### src/rtl/fg_seq_pkg.sv
// Shared types and program-entry field layout for the function-generator step sequencer.
package fg_seq_pkg;

  typedef enum logic [1:0] {
    IDLE  = 2'd0,
    APPLY = 2'd1,
    DWELL = 2'd2
  } state_e;

  localparam int unsigned FUNC_LSB  = 0;
  localparam int unsigned FUNC_W    = 3;
  localparam int unsigned FREQ_LSB  = 3;
  localparam int unsigned FREQ_W    = 4;
  localparam int unsigned AMP_LSB   = 7;
  localparam int unsigned AMP_W     = 2;
  localparam int unsigned PHASE_BIT = 9;
  localparam int unsigned DWELL_LSB = 10;
  localparam int unsigned CFG_W     = 10;

  // Generator configuration carried by one program entry (dwell kept separately).
  typedef struct packed {
    logic              phase;
    logic [AMP_W-1:0]  amp;
    logic [FREQ_W-1:0] freq;
    logic [FUNC_W-1:0] func;
  } fg_cfg_t;

endpackage

### src/rtl/fg_seq_tick_timer.sv
// Dwell timer: prescaler producing ticks, and a tick counter that ends the dwell.
module fg_seq_tick_timer #(
  parameter int unsigned PRESCALE = 1000,
  parameter int unsigned DWELL_W  = 8
) (
  input  logic               clk,
  input  logic               reset,
  input  logic               clear,
  input  logic [DWELL_W-1:0] dwell,
  output logic               done_c
);

  localparam int unsigned PRE_W = (PRESCALE > 2) ? $clog2(PRESCALE) : 1;

  logic [PRE_W-1:0]   pre_q, pre_d;
  logic [DWELL_W-1:0] cnt_q, cnt_d;
  logic [DWELL_W-1:0] dwell_eff;
  logic               tick;

  // Count prescaler and ticks; a dwell of zero behaves as one tick.
  always_comb begin
    pre_d     = pre_q;
    cnt_d     = cnt_q;
    dwell_eff = (dwell == '0) ? DWELL_W'(1) : dwell;
    tick      = (pre_q == PRE_W'(PRESCALE - 1));
    done_c    = !clear && tick && (cnt_q == (dwell_eff - DWELL_W'(1)));
    if (clear || done_c) begin
      pre_d = '0;
      cnt_d = '0;
    end else if (tick) begin
      pre_d = '0;
      cnt_d = cnt_q + DWELL_W'(1);
    end else begin
      pre_d = pre_q + PRE_W'(1);
    end
  end

  // Counter registers.
  always_ff @(posedge clk or negedge reset) begin
    if (!reset) begin
      pre_q <= '0;
      cnt_q <= '0;
    end else begin
      pre_q <= pre_d;
      cnt_q <= cnt_d;
    end
  end

endmodule

### src/rtl/fg_sequencer.sv
// Programmable step sequencer driving the Function_Generator configuration inputs.
module fg_sequencer
  import fg_seq_pkg::*;
#(
  parameter int unsigned DEPTH      = 8,
  parameter int unsigned ADDR_W     = 3,
  parameter int unsigned DWELL_W    = 8,
  parameter int unsigned PRESCALE   = 1000,
  parameter int unsigned CLR_CYCLES = 2
) (
  input  logic                     clk,
  input  logic                     reset,
  input  logic                     cfg_we,
  input  logic [ADDR_W-1:0]        cfg_addr,
  input  logic [CFG_W+DWELL_W-1:0] cfg_wdata,
  input  logic                     start,
  input  logic                     stop,
  input  logic                     loop_en,
  input  logic [ADDR_W-1:0]        last_idx,
  output logic [FUNC_W-1:0]        func,
  output logic [FREQ_W-1:0]        freq_sel,
  output logic [AMP_W-1:0]         amp_sel,
  output logic                     phase_cntrl,
  output logic                     gen_clr_n,
  output logic                     busy,
  output logic [ADDR_W-1:0]        step_idx,
  output logic                     seq_done
);

  localparam int unsigned CLR_W = (CLR_CYCLES > 1) ? $clog2(CLR_CYCLES) : 1;

  state_e             state_q, state_d;
  fg_cfg_t            cfg_mem_q [DEPTH];
  fg_cfg_t            cfg_mem_d [DEPTH];
  logic [DWELL_W-1:0] dwell_mem_q [DEPTH];
  logic [DWELL_W-1:0] dwell_mem_d [DEPTH];
  fg_cfg_t            cfg_q, cfg_d;
  logic [DWELL_W-1:0] dwell_q, dwell_d;
  logic [ADDR_W-1:0]  step_idx_q, step_idx_d;
  logic [ADDR_W-1:0]  last_q, last_d;
  logic [CLR_W-1:0]   clr_cnt_q, clr_cnt_d;
  logic               gen_clr_n_q, gen_clr_n_d;
  logic               busy_q, busy_d;
  logic               seq_done_q, seq_done_d;
  fg_cfg_t            wr_cfg;
  logic [DWELL_W-1:0] wr_dwell;
  logic               load;
  logic               timer_clear;
  logic               dwell_done_c;

  // Program memory write port; reads elsewhere see the pre-write contents.
  always_comb begin
    wr_cfg.func  = cfg_wdata[FUNC_LSB +: FUNC_W];
    wr_cfg.freq  = cfg_wdata[FREQ_LSB +: FREQ_W];
    wr_cfg.amp   = cfg_wdata[AMP_LSB +: AMP_W];
    wr_cfg.phase = cfg_wdata[PHASE_BIT];
    wr_dwell     = cfg_wdata[DWELL_LSB +: DWELL_W];
    cfg_mem_d    = cfg_mem_q;
    dwell_mem_d  = dwell_mem_q;
    if (cfg_we) begin
      cfg_mem_d[cfg_addr]   = wr_cfg;
      dwell_mem_d[cfg_addr] = wr_dwell;
    end
  end

  assign timer_clear = stop || (state_q != DWELL);

  fg_seq_tick_timer #(
    .PRESCALE (PRESCALE),
    .DWELL_W  (DWELL_W)
  ) u_timer (
    .clk    (clk),
    .reset  (reset),
    .clear  (timer_clear),
    .dwell  (dwell_q),
    .done_c (dwell_done_c)
  );

  // Next-state and output logic; entering APPLY loads the entry being applied.
  always_comb begin
    state_d    = state_q;
    step_idx_d = step_idx_q;
    last_d     = last_q;
    cfg_d      = cfg_q;
    dwell_d    = dwell_q;
    clr_cnt_d  = '0;
    seq_done_d = 1'b0;
    load       = 1'b0;
    if (stop) begin
      state_d = IDLE;
    end else begin
      case (state_q)
        IDLE: begin
          if (start) begin
            state_d    = APPLY;
            step_idx_d = '0;
            last_d     = last_idx;
            load       = 1'b1;
          end
        end
        APPLY: begin
          if (clr_cnt_q == CLR_W'(CLR_CYCLES - 1)) begin
            state_d = DWELL;
          end else begin
            clr_cnt_d = clr_cnt_q + CLR_W'(1);
          end
        end
        DWELL: begin
          if (dwell_done_c) begin
            if (step_idx_q != last_q) begin
              state_d    = APPLY;
              step_idx_d = step_idx_q + ADDR_W'(1);
              load       = 1'b1;
            end else if (loop_en) begin
              state_d    = APPLY;
              step_idx_d = '0;
              load       = 1'b1;
            end else begin
              state_d    = IDLE;
              seq_done_d = 1'b1;
            end
          end
        end
        default: state_d = IDLE;
      endcase
    end
    if (load) begin
      cfg_d   = cfg_mem_q[step_idx_d];
      dwell_d = dwell_mem_q[step_idx_d];
    end
    gen_clr_n_d = (state_d != APPLY);
    busy_d      = (state_d != IDLE);
  end

  // State, program memory and registered outputs.
  always_ff @(posedge clk or negedge reset) begin
    if (!reset) begin
      state_q     <= IDLE;
      for (int i = 0; i < int'(DEPTH); i++) begin
        cfg_mem_q[i]   <= '0;
        dwell_mem_q[i] <= '0;
      end
      cfg_q       <= '0;
      dwell_q     <= '0;
      step_idx_q  <= '0;
      last_q      <= '0;
      clr_cnt_q   <= '0;
      gen_clr_n_q <= 1'b0;
      busy_q      <= 1'b0;
      seq_done_q  <= 1'b0;
    end else begin
      state_q     <= state_d;
      cfg_mem_q   <= cfg_mem_d;
      dwell_mem_q <= dwell_mem_d;
      cfg_q       <= cfg_d;
      dwell_q     <= dwell_d;
      step_idx_q  <= step_idx_d;
      last_q      <= last_d;
      clr_cnt_q   <= clr_cnt_d;
      gen_clr_n_q <= gen_clr_n_d;
      busy_q      <= busy_d;
      seq_done_q  <= seq_done_d;
    end
  end

  assign func        = cfg_q.func;
  assign freq_sel    = cfg_q.freq;
  assign amp_sel     = cfg_q.amp;
  assign phase_cntrl = cfg_q.phase;
  assign gen_clr_n   = gen_clr_n_q;
  assign busy        = busy_q;
  assign step_idx    = step_idx_q;
  assign seq_done    = seq_done_q;

endmodule

### config.mk
export PLATFORM = sky130hd
export DESIGN_NAME = fg_sequencer
export DESIGN_NICKNAME = d
export VERILOG_FILES = /design/src/rtl/fg_seq_pkg.sv /design/src/rtl/fg_seq_tick_timer.sv /design/src/rtl/fg_sequencer.sv
export SDC_FILE = /design/constraint.sdc
export NUM_CORES = 1
export LEC_CHECK = 0
export BUFFER_PORTS_ARGS = -buffer_cell sky130_fd_sc_hd__buf_2
export CAP_MARGIN = 30
export CELL_PAD_IN_SITES_DETAIL_PLACEMENT = 0
export CELL_PAD_IN_SITES_GLOBAL_PLACEMENT = 1
export CORE_MARGIN = 4
export CORE_UTILIZATION = 35
export CTS_CLUSTER_DIAMETER = 80
export DETAILED_ROUTE_END_ITERATION = 10
export PLACE_DENSITY = 0.62
export SYNTH_ARGS = -nofsm -noshare
export SYNTH_HDL_FRONTEND = slang
export SYNTH_SLANG_ARGS = --single-unit
### constraint.sdc
create_clock -name clk -period 4.4 [get_ports clk]
set_clock_uncertainty 0.05 [all_clocks]
set_input_delay 0.44 -clock clk [delete_from_list [all_inputs] [get_ports clk]]
set_output_delay 0.44 -clock clk [all_outputs]
set_load 0.05 [all_outputs]
==> out/metrics.cfg <==
[yosys]
syn-mean-instance-area_sq_um=12.9
synth-async-reset-ratio_pct=100
ys.flop_type=dfrtp_1
synth_largest_area_cell=dfrtp_1
synth_top_area_share_pct=53.2
ys_seq_elements=192
yosysSeqAreaShare_pct=53.2
syn_nets=733
ys_top_cells_by_area=dfrtp_1, mux2_2, mux2i_1
yosysUniqueCellTypes=53
synth_edf_count=0
ys_warn_count=0
netlist_area_sq_um=9030
syn-instance-count=699

[timing]
hold_ws_ns=0.187
fin_crit_sh_pct=92.0
fmax_mhz=247
finalCriticalPeriod_ns=4.05
finalSetupTns_ns=0
hold_viol=0
setup_viol=0
rsz0062_at_grt=false
slew_headroom_pct=53.0
worst_pin_slew_ns=0.700
drv_slew=0

[power]
p_per_area_nw_per_um2=458
vdd_drop_max_mv=0.223
p_leak_nw=4.36

[setup_path]
worstRegToRegCells=14
worstPathArrival_ns=4.32
cp-startpoint=dwell_q[6]
startpoint_type=flip-flop
critPathRequiredTime_ns=4.67
r2r_start=dwell_q[6]
crit_fanout=18
cp-end-kind=flip-flop
critPathKind=reg2reg

[cells_and_area]
nNetsFinal=799
drive_gt1_share_pct=35.7
area_growth_pct=15.7

[drt]
drt_iter0_markers=224
drt-wirelength-per-cell_um=18.5
viasPerCell=5.11
vias=5671
drcViolationCount=0
dr.pass1.iters=4
ant_nets=0
wl_um=20600

[die]
die_y_um=169
chipWidth_um=169
core_sq_um=25300
ios=46
rows=58
dieArea_sq_um=28400
initial_utilization_pct=35.8

[cts]
clk_pin_slew_ns=0.08
htreeDepth=4
cts_buffers=17
clockRootBuffer=clkbuf_16
cts_sinks=192
clock_path_buffers=2
clock_latency_ns=0.43
cts_tree=yes

[worst_hold_path]
hold_path_startpoint=last_idx[1]
whs_path_depth=2
hp-class=in2reg

[placement]
routabilityCongestion=0.825
dp_hpwl_um=13200
portBuffers=45

[grt]
grt_usage_pct=15.0
overflow=0
grt_max_degree=121
grt_pass1_wl_um=33300
grt_pass1_vias=6146
antenna_found_initial=1

[job]
cap_violations=0

[status]
status=finished, final reports clean

[layout make-up]
class	instances	area (sq um)
Timing Repair Buffer	79	549
Clock buffer	18	439
Inverter	5	18.8
Multi-Input combinational cell	470	4050
Clock inverter	14	164
Antenna cell	2	5.00
Fill cell	2384	14800
Tap cell	330	413
Sequential cell	192	4800
[registers in the layout, summed over array words and instances, names as in the netlist]
| register | cells |
|---|---|
| clr_cnt_q | 1 |
| freq_sel | 4 |
| step_idx | 3 |
| busy | 1 |
| cfg_mem_q | 80 |
| dwell_q | 8 |
| gen_clr_n | 1 |
| phase_cntrl | 1 |
| u_timer.cnt_q | 8 |
| seq_done | 1 |
| last_q | 3 |
| amp_sel | 2 |
| u_timer.pre_q | 10 |
| func | 3 |
| dwell_mem_q | 64 |
| state_q | 2 |
[synth_stat cells, drive strengths merged (3+ instances only)]
cell type	count
o21ai	20
and2	3
nor4	3
nor3b	3
nor2	47
xnor2	12
mux2	148
nand2	35
buf	15
or2	3
inv	5
ha	4
nand4	5
nor3	8
nand2b	4
dfrtp	192
a21oi	8
clkbuf	17
a211o	19
and3	5
xor2	13
nand3	12
mux2i	92
nand3b	3
nand4b	3
[cells in the final DEF (no fill, tap or decap), drive strengths merged, types with 2 or more instances in the layout]
cell type,Yosys,routed
xnor2,12,12
clkinv,0,8
nor3b,3,3
mux2i,92,92
a211o,19,19
a211oi,2,2
and3,5,5
nand2b,4,4
nor3,8,8
or3,2,2
o21ai,20,20
nor4b,2,2
diode,0,2
ha,4,4
and2,3,3
o32ai,2,2
nand3b,3,3
nor2,47,47
dfrtp,192,192
buf,15,77
nand4b,3,3
nand2,35,35
nand3,12,12
inv,5,10
nor4,3,3
mux2,148,148
a21oi,8,8
xor2,13,13
clkbuf,17,19
or2,3,3
nand4,5,5
[path summary, 6_finish.rpt]
path                                         end  slack [ns]
worst max register to register       phase_cntrl        0.35
worst min-delay path                   last_q[1]        0.19
worst min register to register  u_timer.pre_q[0]        0.41
worst max-delay path                 phase_cntrl        0.35
min in group asynchronous       u_timer.pre_q[5]        0.34
max in group asynchronous          cfg_mem_q[26]        2.73
[what timing repair did]
action / in CTS / in global routing
resized for setup: 0 / 2
endpoints found under the setup margin: 0 / 17
hold buffers: 0 / 1
setup buffers: 0 / 9
hold endpoints to repair: 0 / 8
[logic make-up after synthesis]
logic type | synth area share (%)
mux | 28.7
flops | 53.2
simple gates | 8.19
compound gates | 4.55
buf+inv | 2.41
xor+xnor | 2.43
fa+ha+maj | 0.554
[metrics by stage]
step / util (%) / instances / power [mW] / instance area [sq um] / setup slack [ns]
final: 41.4 / 1110 / 4.78 / 10400 / 0.351
after global routing: 41.3 / 1108 / 5.05 / 10400 / 0.167
after CTS: 40.9 / 1097 / 4.83 / 10300 / 0.145
after detailed placement: 38.5 / 1065 / 3.29 / 9720 / 0.158
after global placement: 38.5 / 1065 / 3.22 / 9720 / 0.361
after floorplan: - / 699 / 2.99 / 9030 / 0.647
[routing by layer]
metal,track usage (%),part of all wire (%)
met1,18.9,44
met2,25.9,50
met3,3.46,3.9
met4,4.27,1.8
met5,0,0.063
[power by group]
| part | internal, mW | leakage [nW] | switching [mW] |
|---|---|---|---|
| logic | 0.464 | 1.71 | 0.468 |
| clock network | 0.778 | 0.289 | 0.753 |
| registers | 2.11 | 2.36 | 0.209 |
| total | 3.35 | 4.36 | 1.43 |
[worst max-delay path, cell delays in order (launching register included)]
cell	delay (ns)
dfrtp_1	0.48
nor3_2	0.27
and2_1	0.23
nor2_1	0.06
ha_1	0.28
o21ba_1	0.20
a221oi_1	0.30
a41oi_1	0.12
or4_1	0.60
nand3b_4	0.19
a211o_2	0.35
nand3_2	0.08
buf_4	0.28
o21ai_0	0.15
a211o_1	0.29
Power figures use the tool's default switching activity.
